## config.mk

```make
export PLATFORM = sky130hd
export DESIGN_NAME = masked_seq_scan_ctrl_flat
export DESIGN_NICKNAME = d
export VERILOG_FILES = /design/src/rtl/masked_seq_scan_ctrl_if.sv /design/src/rtl/masked_seq_scan_ctrl.sv /design/src/flat_wrapper.sv
export SDC_FILE = /design/constraint.sdc
export NUM_CORES = 1
export LEC_CHECK = 0
export BUFFER_PORTS_ARGS = -buffer_cell sky130_fd_sc_hd__buf_2
export CORE_ASPECT_RATIO = 1.2
export CORE_UTILIZATION = 45
export DETAILED_ROUTE_END_ITERATION = 10
export PLACE_DENSITY = 0.67
export SYNTH_ARGS = -nofsm -noshare
export SYNTH_HDL_FRONTEND = slang
export SYNTH_SLANG_ARGS = --single-unit
```

## constraint.sdc

```tcl
create_clock -name clk -period 3.6 [get_ports clk]
set_clock_uncertainty 0.1 [all_clocks]
set_input_delay 0.36 -clock clk [delete_from_list [all_inputs] [get_ports clk]]
set_output_delay 0.36 -clock clk [all_outputs]
set_load 0.02 [all_outputs]
```

## src/rtl/masked_seq_scan_ctrl_if.sv

```systemverilog
// Config/control/bit-source/status bundle for the masked serial-pattern scan controller.
interface masked_seq_scan_ctrl_if #(
   parameter int unsigned LEN   = 9,
   parameter int unsigned CNT_W = 8,
   parameter int unsigned WIN_W = 16
);
   logic             cfg_valid;
   logic             cfg_ready;
   logic [LEN-1:0]   cfg_pattern;
   logic [LEN-1:0]   cfg_mask;
   logic [CNT_W-1:0] cfg_limit;
   logic [WIN_W-1:0] cfg_window;
   logic             start;
   logic             abort;
   logic             bit_valid;
   logic             a;
   logic             busy;
   logic             match;
   logic [CNT_W-1:0] match_cnt;
   logic             done;
   logic             timeout;

   modport master (
      output cfg_valid, cfg_pattern, cfg_mask, cfg_limit, cfg_window,
      output start, abort, bit_valid, a,
      input  cfg_ready, busy, match, match_cnt, done, timeout
   );

   modport slave (
      input  cfg_valid, cfg_pattern, cfg_mask, cfg_limit, cfg_window,
      input  start, abort, bit_valid, a,
      output cfg_ready, busy, match, match_cnt, done, timeout
   );
endinterface

```

## src/rtl/masked_seq_scan_ctrl.sv

```systemverilog
// Run controller for the masked serial-pattern detector: config latch, window fill,
// masked compare on every accepted bit, match counting and limit/window/abort termination.
module masked_seq_scan_ctrl #(
   parameter int unsigned LEN   = 9,
   parameter int unsigned CNT_W = 8,
   parameter int unsigned WIN_W = 16
) (
   input logic                  clk,
   input logic                  rst_n,
   masked_seq_scan_ctrl_if.slave bus
);
   localparam int unsigned FILL_W = $clog2(LEN + 1);

   typedef enum logic [1:0] {S_IDLE, S_FILL, S_RUN, S_DONE} state_t;

   state_t           state, state_nxt;
   logic [LEN-1:0]   pattern, mask, sreg, sreg_nxt;
   logic [CNT_W-1:0] limit, match_cnt, cnt_nxt;
   logic [WIN_W-1:0] window, beat_cnt, beat_nxt;
   logic [FILL_W-1:0] fill_cnt;
   logic             match_q, timeout_q;
   logic             active, shift_en, full, hit, lim_stop, win_stop, cfg_acc, start_acc;

   always_comb begin
      active    = (state == S_FILL) || (state == S_RUN);
      cfg_acc   = (state == S_IDLE) && bus.cfg_valid;
      start_acc = (state == S_IDLE) && bus.start;
      shift_en  = active && bus.bit_valid && !bus.abort;
      sreg_nxt  = {sreg[LEN-2:0], bus.a};
      // The shift that delivers the LEN-th bit is the first one compared.
      full      = (state == S_RUN) || (fill_cnt == FILL_W'(LEN - 1));
      hit       = shift_en && full && (((sreg_nxt ^ pattern) & mask) == '0);
      cnt_nxt   = (hit && (match_cnt != '1)) ? match_cnt + CNT_W'(1) : match_cnt;
      beat_nxt  = beat_cnt + WIN_W'(1);
      lim_stop  = shift_en && (limit != '0) && (cnt_nxt == limit);
      win_stop  = shift_en && (window != '0) && (beat_nxt == window) && !lim_stop;
   end

   always_comb begin
      state_nxt = state;
      case (state)
         S_IDLE: if (bus.start) state_nxt = S_FILL;
         S_FILL, S_RUN: begin
            if (bus.abort)              state_nxt = S_IDLE;
            else if (lim_stop || win_stop) state_nxt = S_DONE;
            else if (shift_en && full)  state_nxt = S_RUN;
         end
         S_DONE: state_nxt = S_IDLE;
         default: state_nxt = S_IDLE;
      endcase
   end

   always_ff @(posedge clk or negedge rst_n) begin
      if (!rst_n) begin
         state     <= S_IDLE;
         pattern   <= '0;
         mask      <= '0;
         limit     <= '0;
         window    <= '0;
         sreg      <= '0;
         fill_cnt  <= '0;
         beat_cnt  <= '0;
         match_cnt <= '0;
         match_q   <= 1'b0;
         timeout_q <= 1'b0;
      end else begin
         state   <= state_nxt;
         match_q <= hit;
         if (cfg_acc) begin
            pattern <= bus.cfg_pattern;
            mask    <= bus.cfg_mask;
            limit   <= bus.cfg_limit;
            window  <= bus.cfg_window;
         end
         if (start_acc) begin
            sreg      <= '0;
            fill_cnt  <= '0;
            beat_cnt  <= '0;
            match_cnt <= '0;
            timeout_q <= 1'b0;
         end else if (active && bus.abort) begin
            timeout_q <= 1'b0;
         end else if (shift_en) begin
            sreg      <= sreg_nxt;
            beat_cnt  <= beat_nxt;
            match_cnt <= cnt_nxt;
            if (state == S_FILL) fill_cnt <= fill_cnt + FILL_W'(1);
            if (win_stop) timeout_q <= 1'b1;
         end
      end
   end

   assign bus.cfg_ready = (state == S_IDLE);
   assign bus.busy      = active;
   assign bus.done      = (state == S_DONE);
   assign bus.match     = match_q;
   assign bus.match_cnt = match_cnt;
   assign bus.timeout   = timeout_q;
endmodule

```

## src/flat_wrapper.sv

```systemverilog
// flat-port wrapper written by rule: the top's interface ports become plain ports
module masked_seq_scan_ctrl_flat 
#(
   parameter int unsigned LEN   = 9,
   parameter int unsigned CNT_W = 8,
   parameter int unsigned WIN_W = 16
)
  (clk, rst_n, bus_cfg_valid, bus_cfg_pattern, bus_cfg_mask, bus_cfg_limit, bus_cfg_window, bus_start, bus_abort, bus_bit_valid, bus_a, bus_cfg_ready, bus_busy, bus_match, bus_match_cnt, bus_done, bus_timeout);
  masked_seq_scan_ctrl_if #(.LEN(LEN), .CNT_W(CNT_W), .WIN_W(WIN_W)) bus_i ();
  input logic clk;
  input logic rst_n;
  input wire logic [$bits(bus_i.cfg_valid)-1:0] bus_cfg_valid;
  input wire logic [$bits(bus_i.cfg_pattern)-1:0] bus_cfg_pattern;
  input wire logic [$bits(bus_i.cfg_mask)-1:0] bus_cfg_mask;
  input wire logic [$bits(bus_i.cfg_limit)-1:0] bus_cfg_limit;
  input wire logic [$bits(bus_i.cfg_window)-1:0] bus_cfg_window;
  input wire logic [$bits(bus_i.start)-1:0] bus_start;
  input wire logic [$bits(bus_i.abort)-1:0] bus_abort;
  input wire logic [$bits(bus_i.bit_valid)-1:0] bus_bit_valid;
  input wire logic [$bits(bus_i.a)-1:0] bus_a;
  output wire logic [$bits(bus_i.cfg_ready)-1:0] bus_cfg_ready;
  output wire logic [$bits(bus_i.busy)-1:0] bus_busy;
  output wire logic [$bits(bus_i.match)-1:0] bus_match;
  output wire logic [$bits(bus_i.match_cnt)-1:0] bus_match_cnt;
  output wire logic [$bits(bus_i.done)-1:0] bus_done;
  output wire logic [$bits(bus_i.timeout)-1:0] bus_timeout;
  assign bus_i.cfg_valid = bus_cfg_valid;
  assign bus_i.cfg_pattern = bus_cfg_pattern;
  assign bus_i.cfg_mask = bus_cfg_mask;
  assign bus_i.cfg_limit = bus_cfg_limit;
  assign bus_i.cfg_window = bus_cfg_window;
  assign bus_i.start = bus_start;
  assign bus_i.abort = bus_abort;
  assign bus_i.bit_valid = bus_bit_valid;
  assign bus_i.a = bus_a;
  assign bus_cfg_ready = bus_i.cfg_ready;
  assign bus_busy = bus_i.busy;
  assign bus_match = bus_i.match;
  assign bus_match_cnt = bus_i.match_cnt;
  assign bus_done = bus_i.done;
  assign bus_timeout = bus_i.timeout;
  masked_seq_scan_ctrl #(.LEN(LEN), .CNT_W(CNT_W), .WIN_W(WIN_W)) u_core (.clk(clk), .rst_n(rst_n), .bus(bus_i));
endmodule
```

Word-level counts from Yosys, hierarchy flattened
Index checks and enable logic that the tools add are counted.
{ "classes": {"n_eq_ne": 10, "n_bitwise": 2, "mux": 23, "add_sub_neg": 3, "n_reduce_logical": 31} }
{ "op_table": {"columns": ["operator", "n"], "rows": [
  ["$mux W8", 7],
  ["$mux W16", 3],
  ["$add A16 B1 Y16 const B", 1],
  ["$eq A16 B16 Y1", 1],
  ["$mux W4", 4],
  ["$reduce_bool A16 Y1", 1],
  ["$logic_and A1 B1 Y1", 13],
  ["$and A9 B9 Y9", 1],
  ["$logic_not A9 Y1", 1],
  ["$xor A9 B9 Y9", 1],
  ["$add A8 B1 Y8 const B", 1],
  ["$eq A8 B8 Y1", 1],
  ["$mux W2", 4],
  ["$ne A8 B8 Y1 const B", 1],
  ["$reduce_bool A8 Y1", 1],
  ["$pmux W2 S3", 1],
  ["$reduce_and A2 Y1", 3],
  ["$reduce_bool A3 Y1", 2],
  ["$add A4 B1 Y4 const B", 1],
  ["$eq A2 B2 Y1 const B", 2],
  ["$eq A4 B4 Y1 const B", 1],
  ["$mux W1", 4],
  ["$ne A4 B2 Y1 const B", 1],
  ["$reduce_bool A2 Y1", 2],
  ["other kinds (8)", 11]
]} }
{ "totals": {"elab_cells": 80, "regBits": 82, "out_inout_bits": 13, "inputBits": 49} }

Depth between registers and ports, before layout
{ "logic_depth": {"word_depth": 16, "ltp_mapped": 11, "depth_no_buf": 10} }

Worst setup path after synthesis
Ideal clock, no wire load.
{ "synth_timing": {"path_type": "register to register", "startpoint": "register u_core.state[0]", "endpoint": "register u_core.timeout_q (netlist: u_core.bus.timeout)", "required_time_ns": 3.360, "slack_ns": 0.747, "arrival_ns": 2.613, "setup_ns": 0.140, "path_stages_with_launch": 12, "path_cell_list": "dfrtp_1 > inv_1 > ha_1 > nand3b_2 > a21oi_2 > nand3_2 > buf_4 > nor3_2 > mux2i_1 > o211ai_4 > o31ai_2 > a221oi_2"} }
{ "synth_between": {"elab_chain_len": 14} }
{ "synth_lines": {"columns": ["element", "line_no", "text"], "rows": [
  ["start: declaration", "masked_seq_scan_ctrl.sv:16", "state_t state, state_nxt;"],
  ["start signal: assignment", "masked_seq_scan_ctrl.sv:67", "state <= state_nxt;"],
  ["$eq A2 B1 Y1 / $eq A2 B2 Y1 (equally long branches)", "masked_seq_scan_ctrl.sv:25", "active = (state == S_FILL) || (state == S_RUN);"],
  ["$logic_or A1 B1 Y1 (*)", "masked_seq_scan_ctrl.sv:25", null],
  ["via bus_busy", "flat_wrapper.sv:22", "output wire logic [$bits(bus_i.busy)-1:0] bus_busy;"],
  ["$logic_and A1 B1 Y1 (2 in series)", "masked_seq_scan_ctrl.sv:28", "shift_en = active && bus.bit_valid && !bus.abort;"],
  ["$logic_and A1 B1 Y1 (2 in series)", "masked_seq_scan_ctrl.sv:32", "hit = shift_en && full && (((sreg_nxt ^ pattern) & mask) == '0);"],
  ["$logic_and A1 B1 Y1", "masked_seq_scan_ctrl.sv:33", "cnt_nxt = (hit && (match_cnt != '1)) ? match_cnt + CNT_W'(1) : match_cnt;"],
  ["$mux W8", "masked_seq_scan_ctrl.sv:33", null],
  ["$eq A8 B8 Y1", "masked_seq_scan_ctrl.sv:35", "lim_stop = shift_en && (limit != '0) && (cnt_nxt == limit);"],
  ["$logic_and A1 B1 Y1", "masked_seq_scan_ctrl.sv:35", null],
  ["$logic_not A1 Y1", "masked_seq_scan_ctrl.sv:36", "win_stop = shift_en && (window != '0) && (beat_nxt == window) && !lim_stop;"],
  ["$logic_and A1 B1 Y1", "masked_seq_scan_ctrl.sv:36", null],
  ["$reduce_bool A3 Y1 (no line)", null, null],
  ["$reduce_and A2 Y1 (no line)", null, null],
  ["end signal: assignment", "masked_seq_scan_ctrl.sv:65", "timeout_q <= 1'b0;"],
  ["end signal: assignment", "masked_seq_scan_ctrl.sv:80", "timeout_q <= 1'b0;"],
  ["end signal: assignment", "masked_seq_scan_ctrl.sv:82", "timeout_q <= 1'b0;"],
  ["end: declaration", "masked_seq_scan_ctrl.sv:21", "logic match_q, timeout_q;"]
]} }
The timed path passes the listed nets; every way through them passes the cells marked *.
A chain may end at the register's enable or synchronous reset.

Worst setup path in the final report
{ "layout_timing": {"startpoint": "register u_core.state[0]", "endpoint": "register u_core.timeout_q (netlist: u_core.bus.timeout)"} }
{ "layout_between": {"elab_chain_len": 14} }
{ "layout_lines": {"columns": ["element", "line_no"], "rows": [
  ["$eq A2 B1 Y1 / $eq A2 B2 Y1 (equally long branches)", "masked_seq_scan_ctrl.sv:25, masked_seq_scan_ctrl.sv:31"],
  ["$logic_or A1 B1 Y1", "masked_seq_scan_ctrl.sv:25"],
  ["$logic_and A1 B1 Y1 (2 in series)", "masked_seq_scan_ctrl.sv:28"],
  ["$logic_and A1 B1 Y1 (2 in series)", "masked_seq_scan_ctrl.sv:32"],
  ["$logic_and A1 B1 Y1", "masked_seq_scan_ctrl.sv:33"],
  ["$mux W8", "masked_seq_scan_ctrl.sv:33"],
  ["$eq A8 B8 Y1", "masked_seq_scan_ctrl.sv:35"],
  ["$logic_and A1 B1 Y1", "masked_seq_scan_ctrl.sv:35"],
  ["$logic_not A1 Y1", "masked_seq_scan_ctrl.sv:36"],
  ["$logic_and A1 B1 Y1", "masked_seq_scan_ctrl.sv:36"],
  ["$reduce_bool A3 Y1 (no line)", null],
  ["$reduce_and A2 Y1 (no line)", null]
]} }
Several ways; a longest one is shown, not always the timed one.

==> out/qor.yml <==
detailed_routing:
  dr.pass1.iters: 5
  wl_per_cell_um: 15.85
  via_per_inst: 5.501
  final_antenna_net_count: 0
  vias: 3559
  drt_iter0_markers: 116
  routed_wl_um: 10250
  drc: 0
layout:
  n_antenna_cell: 0
  final_cell_mix: "dfrtp_1 (82), buf_2 (60), mux2_2 (42)"
  utilization: 0.5339
  fillCellCount: 936
  area_delta_synth_final_pct: 14.61
  stdcell_area_mm2: 0.005398
  final_cells: 647
  num-nets-final: 573
  drive_gt1_frac: 0.2821
  final_common_cell: "dfrtp_1"
clock_network:
  cts.sinks: 82
  numCtsBuffers: 9
  h-tree-depth: 3
  cts_setup_buffers: 0
  cts_tree: "yes"
  cts-hold-fix-buffers: 0
  cts_root_buffer: "clkbuf_16"
  path_clk_slew_ns: 0.06
  cts_buffer_depth: 2
  clk_latency_ns: 0.34
  cts_resized: 0
die:
  die_area_mm2: 0.01088
  start_util: 0.4658
  die_y_um: 114.1
  die_width_um: 95.39
  core_area_mm2: 0.01011
  num_rows: 40
  ios: 62
timing:
  setup_viol: 0
  fin_crit_ns: 3.125
  worst_pin_slew_ns: 1.017
  hold_slack_ns: 0.09878
  setup_ws_ns: 0.4754
  fmax_mhz: 320.0
  tns_ns: 0
  fin_crit_sh: 0.8680
  report.final.hold_viol_count: 0
  slew_viol_final: 0
  rsz0062_at_grt: "false"
  relSlewSlack: 0.3223
synthesis:
  yosys.area.top_type_share: 0.4357
  synth_top_flop_cell: "dfrtp_1"
  syn_area_per_cell_um2: 10.26
  syn-cell-area_mm2: 0.004710
  ys_seq_area_frac: 0.4357
  syn-num-nets: 516
  synth_edf_count: 0
  yosysTopAreaCell: "dfrtp_1"
  synth_cell_types: 71
  yosys-top-cells-area: "dfrtp_1 (44%), mux2_2 (10%), xor2_1 (5.6%)"
  synthCells: 459
  yosysWarnings: 0
  synthArstFlopShare: 1.000
  synth_seq_cells: 82
job:
  drv_cap: 0
min_path:
  holdCritPathClass: "input pin to async pin"
setup_path:
  cp_cell_sequence: "inv_1 -> ha_1 -> nand3b_2 -> a21oi_2 -> nand3_2 -> nor4_2 -> o211ai_1 -> a2111o_1 -> o31ai_2 -> a221oi_2"
  path_buf_inv: 1
  path_class: "register to register"
  crit_slowest_cell: "nor4_2"
  crit_required_ns: 3.70
  end_kind: "register"
  max_stage_delay_ns: 0.45
  arrival_ns: 3.22
  cp-start-kind: "register"
  cp_top_family: "compound AO/OA/AOI/OAI gates"
  crit_fanout: 16
placement:
  portBuffers: 61
  placed_area_mm2: 0.005102
  dp_cells: 631
  dp_hpwl_um: 7335
  dp_slack_ns: 0.4807
  place_congestion: 0.8997
pwr:
  power_density_mw_per_mm2: 657.0
  p_total_mw: 3.547
  p_leak_nw: 2.277
  peakVddDrop_mv: 0.3341
run_status:
  status: "completed"
global_routing:
  grt_pass1_vias: 3603
  overflow: 0
  grt_pass1_wl_um: 17130
  grt_max_degree: 83
  grt_usage: 0.2059
  antenna_found_initial: 0
[path summary, 6_finish.rpt]
kind                                  from             endpoint  slack [ns]  depth (start not counted)
min reg2reg                 u_core.mask[0]       u_core.mask[0]        0.40                          1
min                                  rst_n  u_core.beat_cnt[15]         0.1                          1
max in group asynchronous            rst_n   u_core.bus.timeout        2.65                          1
max                        u_core.state[0]   u_core.bus.timeout        0.48                         10
max reg2reg                u_core.state[0]   u_core.bus.timeout        0.48                         10
min in group clk                 bus_abort   u_core.bus.timeout        0.14                          2
[routing by layer]
layer,global-route usage,up-vias,wire (um)
met1,0.2532,1750,4457
met4,0.09453,0,242
li1,-,1725,-
met2,0.3533,66,5241
met3,0.02988,18,310
met5,0,-,0
[Yosys cell counts, types with 3 or more instances]
master	n
or3_1	3
nor2_1	39
nand3_1	22
xor2_1	30
buf_1	6
nor3_1	9
nor2b_1	3
and3_1	3
or2_2	3
nand4_1	7
inv_1	13
a21oi_1	22
dfrtp_1	82
clkbuf_1	5
mux2_2	42
and2_1	3
mux2i_1	6
xnor2_1	29
nand2b_1	3
o21ai_0	5
a22oi_1	3
nor4_1	8
nand2_1	42
nor3_2	4
ha_1	8
buf_6	3
[logic make-up (layout without fill, tap and decap cells)]
group / after synthesis / count (layout) / share of synthesized area
and+or+nand+nor: 168 / 168 / 0.1881
DFF: 82 / 82 / 0.4357
AOI/OAI and AO/OA: 62 / 62 / 0.09618
xor gates and xnor gates: 60 / 60 / 0.1145
muxes: 48 / 48 / 0.1132
buffers and inverters: 31 / 93 / 0.03108
adders and majority gates: 8 / 8 / 0.02125
[where the power goes]
group	total (mW)	leakage (nW)	switching (mW)	internal (mW)
clock	0.913	0.147	0.373	0.540
combinational	1.16	1.08	0.578	0.580
sequential	1.48	1.05	0.281	1.19
total	3.55	2.28	1.23	2.31
[worst register-to-register path, delay by kind of cell (launching register included)]
family          cells  cell delay, ns
flops               1            0.42
buf+inv             1            0.10
simple gates        3            0.97
fa+ha+maj           1            0.39
compound gates      5            0.99
[layout make-up]
type	count	area [um2]	share of cell area
inverters	13	48.80	0.009040
clock inverters	6	66.31	0.01229
flip-flops and latches	82	2052	0.3802
clock buffers	10	229.0	0.04242
multi-input cells	346	2514	0.4657
repair buffers	64	330.3	0.06120
well taps	126	157.7	0.02921
[flip-flops by register name, indices dropped and copies added (netlist names)]
register              flops
u_core.beat_cnt          16
u_core.bus.match          1
u_core.bus.match_cnt      8
u_core.bus.timeout        1
u_core.fill_cnt           4
u_core.limit              8
u_core.mask               9
u_core.pattern            9
u_core.sreg               8
u_core.state              2
u_core.window            16
Note: power is estimated with default switching activity, not from simulation.
